File: config.mk
export PLATFORM = sky130hd
export DESIGN_NAME = trap_ctrl
export DESIGN_NICKNAME = d
export VERILOG_FILES = /design/src/rtl/trap_ctrl.sv
export SDC_FILE = /design/constraint.sdc
export NUM_CORES = 1
export LEC_CHECK = 0
export CAP_MARGIN = 20
export CELL_PAD_IN_SITES_DETAIL_PLACEMENT = 1
export CELL_PAD_IN_SITES_GLOBAL_PLACEMENT = 2
export CORE_ASPECT_RATIO = 0.6
export CORE_MARGIN = 5
export CORE_UTILIZATION = 30
export CTS_CLUSTER_SIZE = 30
export DETAILED_ROUTE_END_ITERATION = 8
export DONT_BUFFER_PORTS = 1
export PLACE_DENSITY = 0.81
export RECOVER_POWER = 50
export SLEW_MARGIN = 20
export SYNTH_ARGS = -nofsm -noshare
export SYNTH_HDL_FRONTEND = slang
export SYNTH_SLANG_ARGS = --single-unit
File: constraint.sdc
create_clock -name i_clk -period 1.55 [get_ports i_clk]
set_input_delay 0.0775 -clock i_clk [delete_from_list [all_inputs] [get_ports i_clk]]
set_output_delay 0.0775 -clock i_clk [all_outputs]
set_load 0.01 [all_outputs]
File: src/rtl/trap_ctrl.sv
`default_nettype none
// ============================================================================
//  Module   : trap_ctrl
//  Purpose  : Exception/interrupt sequencer between the commit point and the
//             CSR file. Handles ecall, mret and machine-timer interrupts,
//             emits one-cycle mepc/mcause/mstatus write strobes and a
//             one-cycle PC redirect, and stalls commits while busy.
//  Revision : 1.0  initial release
// ============================================================================
module trap_ctrl #(
    parameter int unsigned      WIDTH       = 32,
    parameter logic [WIDTH-1:0] ECALL_CAUSE = WIDTH'(11),
    parameter logic [WIDTH-1:0] TIMER_CAUSE = WIDTH'(32'h8000_0007)
) (
    input  logic             i_clk,
    input  logic             i_rst_n,
    input  logic             i_valid,
    input  logic [WIDTH-1:0] i_pc,
    input  logic [WIDTH-1:0] i_next_pc,
    input  logic             i_ecall,
    input  logic             i_mret,
    input  logic             i_timer_irq,
    input  logic [WIDTH-1:0] i_mtvec,
    input  logic [WIDTH-1:0] i_mstatus,
    input  logic [WIDTH-1:0] i_mepc,
    output logic             o_mepc_wen,
    output logic [WIDTH-1:0] o_mepc_wdata,
    output logic             o_mcause_wen,
    output logic [WIDTH-1:0] o_mcause_wdata,
    output logic             o_mstatus_wen,
    output logic [WIDTH-1:0] o_mstatus_wdata,
    output logic             o_redirect,
    output logic [WIDTH-1:0] o_redirect_pc,
    output logic             o_busy
);

    // mstatus field positions
    localparam int unsigned MIE_BIT  = 3;
    localparam int unsigned MPIE_BIT = 7;
    localparam int unsigned MPP_LO   = 11;
    localparam int unsigned MPP_HI   = 12;

    typedef enum logic [1:0] {
        IDLE  = 2'd0,
        CAPT  = 2'd1,
        WRITE = 2'd2,
        JUMP  = 2'd3
    } state_t;

    state_t           state;
    state_t           state_nxt;
    logic             irq_pending;
    logic             cap_trap;
    logic [WIDTH-1:0] cap_mepc;
    logic [WIDTH-1:0] cap_cause;
    logic [WIDTH-1:0] cap_mstatus;
    logic [WIDTH-1:0] cap_target;

    logic             idle;
    logic             take_ecall;
    logic             take_mret;
    logic             take_irq;
    logic             accept;
    logic [WIDTH-1:0] trap_mstatus;
    logic [WIDTH-1:0] ret_mstatus;

    // Commits are only looked at in IDLE; priority ecall > mret > interrupt.
    assign idle       = (state == IDLE);
    assign take_ecall = idle & i_valid & i_ecall;
    assign take_mret  = idle & i_valid & ~i_ecall & i_mret;
    assign take_irq   = idle & i_valid & ~i_ecall & ~i_mret
                      & irq_pending & i_mstatus[MIE_BIT];
    assign accept     = take_ecall | take_mret | take_irq;

    // Trap entry stacks MIE into MPIE; return restores it. MPP is always M.
    always_comb begin
        trap_mstatus                = i_mstatus;
        trap_mstatus[MPIE_BIT]      = i_mstatus[MIE_BIT];
        trap_mstatus[MIE_BIT]       = 1'b0;
        trap_mstatus[MPP_HI:MPP_LO] = 2'b11;
        ret_mstatus                 = i_mstatus;
        ret_mstatus[MIE_BIT]        = i_mstatus[MPIE_BIT];
        ret_mstatus[MPIE_BIT]       = 1'b1;
        ret_mstatus[MPP_HI:MPP_LO]  = 2'b11;
    end

    // State register.
    always_ff @(posedge i_clk or negedge i_rst_n) begin
        if (!i_rst_n) begin
            state <= IDLE;
        end else begin
            state <= state_nxt;
        end
    end

    // Pending flag follows the request level, but is dropped when taken.
    always_ff @(posedge i_clk or negedge i_rst_n) begin
        if (!i_rst_n) begin
            irq_pending <= 1'b0;
        end else begin
            irq_pending <= take_irq ? 1'b0 : i_timer_irq;
        end
    end

    // Capture everything the sequence needs at acceptance so later CSR or
    // mtvec/mepc changes cannot disturb an in-flight sequence. mret leaves
    // the mepc/mcause data at zero since they are never written.
    always_ff @(posedge i_clk or negedge i_rst_n) begin
        if (!i_rst_n) begin
            cap_trap    <= 1'b0;
            cap_mepc    <= '0;
            cap_cause   <= '0;
            cap_mstatus <= '0;
            cap_target  <= '0;
        end else if (accept) begin
            cap_trap    <= ~take_mret;
            cap_mepc    <= take_ecall ? i_pc : (take_irq ? i_next_pc : '0);
            cap_cause   <= take_ecall ? ECALL_CAUSE : (take_irq ? TIMER_CAUSE : '0);
            cap_mstatus <= take_mret ? ret_mstatus : trap_mstatus;
            cap_target  <= take_mret ? i_mepc : i_mtvec;
        end
    end

    // Next state and outputs; all outputs are zero in IDLE.
    always_comb begin
        state_nxt       = state;
        o_busy          = 1'b0;
        o_mepc_wen      = 1'b0;
        o_mcause_wen    = 1'b0;
        o_mstatus_wen   = 1'b0;
        o_mepc_wdata    = '0;
        o_mcause_wdata  = '0;
        o_mstatus_wdata = '0;
        o_redirect      = 1'b0;
        o_redirect_pc   = '0;
        if (!idle) begin
            o_busy          = 1'b1;
            o_mepc_wdata    = cap_mepc;
            o_mcause_wdata  = cap_cause;
            o_mstatus_wdata = cap_mstatus;
        end
        case (state)
            IDLE: begin
                if (accept) state_nxt = CAPT;
            end
            CAPT: begin
                state_nxt = WRITE;
            end
            WRITE: begin
                o_mepc_wen    = cap_trap;
                o_mcause_wen  = cap_trap;
                o_mstatus_wen = 1'b1;
                state_nxt     = JUMP;
            end
            JUMP: begin
                o_redirect    = 1'b1;
                o_redirect_pc = cap_target;
                state_nxt     = IDLE;
            end
            default: state_nxt = IDLE;
        endcase
    end

endmodule
`default_nettype wire

==> metrics.md, run 1 <==
| Metric | Value |
|---|---|
| Area fraction of the dominant cell type after synthesis | 46.27% |
| Synth warnings | 0 |
| GPL Wtd Cong | 0.7936 |
| Synth area leaders | dfrtp_1 (46%), o21ai_0 (11%), nor2b_1 (7.6%) |
| Die Ht | 115.0 um |
| Synth area leader | dfrtp_1 |
| Htree depth | 3 |
| Yosys reg bits | 102 |
| Number of synthesized flops with an enable pin | 0 |
| Post-DP HPWL | 11,690 um |
| Syn Inst Count | around 540 |
| CTS Buf Count | 9 |
| Outcome | aborted with a tool error |
| Asr flop ratio synth | 100.0% |
| Post_cts resized | 62 |
| Synth cell types | 30 |
| Die W | approximately 190 um |
| Cell Rows | 38 |
| Clk buf depth | 2 |
| Port Buffers | 0 |
| Syn_area_per_cell | 10.31 um^2 |
| Clock Root Buffer | clkbuf_16 |
| Failing step | clock tree synthesis (4_1_cts) |
| Most instantiated library cell after synthesis | o21ai_0 |
| Seq/Total Area, Yosys | 46.27% |
| Post-synth top flop | dfrtp_1 |
| Setup Buffers After CTS | 3 |
| # IOs | 299 |
| Err | [ERROR RSZ-0060] Max buffer count reached. |
| CTS Hold Bufs | 154 |
| Post-placement setup slack | -0.1238 ns |
| DP Area | 5700 um^2 |
| Initial Util | 30.53% |
| Synth Cell Area | roughly 5500 um^2 |
| Synth cell count leaders | o21ai_0 (119), dfrtp_1 (102), nor2b_1 (67) |
| CTS Sinks | 102 |
[through the flow]
step | std cells | utilization (%) | TNS, ns
floorplan | 561 | - | -1.674
global placement | 745 | 31.55 | -0.06488
detailed placement | 745 | 31.55 | -3.239
[logic make-up after synthesis]
| group | count (synthesis) | share of synthesized area [%] |
|---|---|---|
| compound gates | 175 | 17.87 |
| simple gates | 109 | 12.32 |
| mux | 62 | 13.54 |
| other cells | 1 | 0.06798 |
| fa+ha+maj | 4 | 0.9073 |
| buf+inv | 82 | 9.027 |
| flops | 102 | 46.27 |
==> run 2, diff against run 1 <==
==> config.mk (replaced) <==
export PLATFORM = sky130hd
export DESIGN_NAME = trap_ctrl
export DESIGN_NICKNAME = d
export VERILOG_FILES = /design/src/rtl/trap_ctrl.sv
export SDC_FILE = /design/constraint.sdc
export NUM_CORES = 1
export LEC_CHECK = 0
export CAP_MARGIN = 20
export CORE_MARGIN = 5
export CORE_UTILIZATION = 20
export DETAILED_ROUTE_END_ITERATION = 8
export DONT_BUFFER_PORTS = 1
export PLACE_DENSITY_LB_ADDON = 0.15
export RECOVER_POWER = 50
export SLEW_MARGIN = 20
export SYNTH_ARGS = -nofsm -noshare
export SYNTH_HDL_FRONTEND = slang
export SYNTH_SLANG_ARGS = --single-unit
==> constraint.sdc (replaced) <==
create_clock -name i_clk -period 2 [get_ports i_clk]
set_input_delay 0.1 -clock i_clk [delete_from_list [all_inputs] [get_ports i_clk]]
set_output_delay 0.1 -clock i_clk [all_outputs]
set_load 0.01 [all_outputs]
==> metrics.md, run 2 <==
| Metric | Value |
|---|---|
| Outcome | finished with violations |
| Failing checks | hold timing |
| Synth area leaders | dfrtp_1 (46%), o21ai_0 (11%), nor2b_1 (7.6%) |
| Final setup TNS | 0 ns |
| TritonCTS clock tree | built |
| Top Registers | cap_mepc: 32 flops, cap_target: 32 flops, cap_mstatus: 31 flops |
| First drt pass iteration count | 5 |
| Most instantiated library cell after synthesis | o21ai_0 |
| DR vias | 4,401 |
| CP max FO | 14 |
| Post-placement cell count | approximately 840 |
| ANT nets after route | 0 |
| First-pass GRT wire length | 28,630 um |
| Hold WS | -0.5683 ns |
| DR WL/cell | approximately 19 um |
| Core Area | 27,030 um^2 |
| Syn_area_per_cell | 10.31 um^2 |
| DRC violations left | 0 |
| GRT overflow | 0 |
| Synth warnings | 0 |
| DRT iter0 DRCs | approximately 180 |
| # diodes | 0 |
| Via-per-instance ratio | 4.370 |
| CTS Buf Count | 9 |
| Fillers | ~2.8k |
| Design Area, Final | 7540 um^2 |
| Reg clk slew, reported paths | 0.08 ns |
| Worst Skew | roughly 0.012 ns |
| Final Setup Violations | 0 |
| Initial antenna violation count | 0 |
| Reg-to-Reg End | cap_mstatus[8]$_DFFE_PN0P_ |
| Routed WL | 18,730 um |
| Net count, final | 831 |
| Data arrival, critical path | around 2.0 ns |
| Synth cell types | 30 |
| Synth area leader | dfrtp_1 |
| Clk_lat worst skew | 0.36 ns |
| Seq/Total Area, Yosys | 46.27% |
| CP endpoint kind | flip-flop |
| Die ar. | 31,000 um^2 |
| P&R area growth vs syn | 36.67% |
| Synth cell count leaders | o21ai_0 (119), dfrtp_1 (102), nor2b_1 (67) |
| Cell Rows | 60 |
| CP Data Required Time | 2.25 ns |
| Area fraction of the dominant cell type after synthesis | 46.27% |
| Post-synth top flop | dfrtp_1 |
| Critical path class | flip-flop to flip-flop |
| DP Area | about 5800 um^2 |
| Crit path from | state[0]$_DFFE_PN0P_ |
| Htree depth | 3 |
| Final period util | 89.51% |
| Power Density | 1207 nW/um^2 |
| Number of synthesized flops with an enable pin | 0 |
| Vias in the first global route | 4,940 |
| Largest net degree at the start of global routing | 103 |
| Final hold violations | 102 |
| # IOs | 299 |
| Final cell count without fillers | between 1k and 1.5k |
| CTS Sinks | 102 |
| Port Buffers | 0 |
| Min Tclk post-route | 1.790 ns |
| GPL Wtd Cong | about 0.7 |
| Slew Limit Fails | 0 |
| Flop2flop setup slack | about 0.21 ns |
| Die Ht | 176.1 um |
| Most common cell after layout, fill and taps aside | dlygate4sd3_1 |
| Worst Hold Class | input port to async pin |
| Yosys reg bits | 102 |
| Die W | 176.1 um |
| Synth Cell Area | 5517 um^2 |
| RSZ-0062 raised after global routing | false |
| Peak Freq | about 560 MHz |
| Initial Util | between 20% and 30% |
| Clock Root Buffer | clkbuf_16 |
| Clk buf depth | 2 |
| Worst Reg-to-Reg Cells | 6 |
| Leak | about 3.1 nW |
| Reg-to-Reg Start | state[0]$_DFFE_PN0P_ |
| Worst vdd rail ir drop | 0.3830 mV |
| Setup Buffers After CTS | 0 |
| Register area | between 2000 and 3000 um^2 |
| Max-cap violations | 0 |
| Share of cells above drive strength 1 | under 10% |
| Syn Inst Count | 535 |
| Asr flop ratio synth | 100.0% |
| All-Layer GR Usage | 11.75% |
| CP startpoint kind | flip-flop |
| Multi-input logic area | 2565 um^2 |
| Post-DP HPWL | about 12,000 um |
| Commonest cells after routing, fill and taps aside | dlygate4sd3_1 (148), o21ai_0 (119), dfrtp_1 (102) |
==> run 2: cell counts after synthesis <==
Identical to the previous run, type by type.
==> run 2: per-stage QoR <==
| stage | total power [mW] | utilization (%) | worst slack (ns) |
|---|---|---|---|
| CTS | 9.383 | 27.94 | 0.07776 |
| global placement | 7.186 | 21.36 | 0.2451 |
| finish | 9.101 | 27.90 | 0.2097 |
| global route | 9.823 | 27.90 | 0.06908 |
| floorplan | 6.369 | - | 0.2752 |
| detailed placement | 7.224 | 21.36 | 0.2015 |
==> run 2: worst max path at each step <==
stage                                   to  depth (start not counted)
2_1_floorplan  cap_mstatus[10]$_DFFE_PN0P_                          8
3_3_place_gp    cap_mstatus[8]$_DFFE_PN0P_                          6
3_5_place_dp    cap_mstatus[8]$_DFFE_PN0P_                          6
4_1_cts                  o_mcause_wdata[0]                          4
5_1_grt                  o_redirect_pc[31]                          3
6_report        cap_mstatus[8]$_DFFE_PN0P_                          6
==> run 2: layout make-up <==
cell class,count,area share [%]
sequential,102,33.85
timing repair buffer,166,22.40
clock inverter,7,0.8297
inverter,5,0.2489
multi-input combinational,377,34.02
clock buffer,9,2.987
tap,341,5.659
==> run 2: what timing repair did <==
item                                   CTS  global route
hold buffers                           148             1
endpoints found under the hold margin  195           103
gates resized for setup                  0             1
setup endpoints to repair                0             6
==> run 2: worst max-delay path, cell delays in order (launching register included) <==
cell	delay, ns
dfrtp_1	0.39
inv_1	0.13
ha_2	0.25
and2_1	0.20
nand2b_4	0.18
buf_4	0.23
mux2_4	0.30
==> run 2: cells by family (layout without fill, tap and decap cells) <==
kind of cell	Yosys count	in the layout	share of synthesized area (%)
buffers and inverters	82	187	9.027
AND/OR/NAND/NOR	109	109	12.32
other	1	27	0.06798
flip-flops	102	102	46.27
adder cells (fa/ha/maj)	4	4	0.9073
AO/OA/AOI/OAI	175	175	17.87
multiplexers	62	62	13.54
==> run 2: layer usage <==
layer / vias to the layer above / share of wire, % / track usage (%) / wire length, um
met4: 0 / 0.97 / 2.567 / 182
met2: 194 / 51 / 21.17 / 9471
met1: 2154 / 41 / 13.73 / 7680
met3: 10 / 7.4 / 3.597 / 1392
li1: 2043 / - / - / -
met5: - / 0 / 0 / 0
==> run 2: power breakdown <==
group	total, mW	leakage [nW]	switching (mW)	internal [mW]
Clock	1.78	0.144	0.899	0.876
Sequential	3.48	1.26	0.447	3.03
Combinational	3.85	1.72	2.24	1.60
No activity file was read; power rests on OpenSTA's default activity.
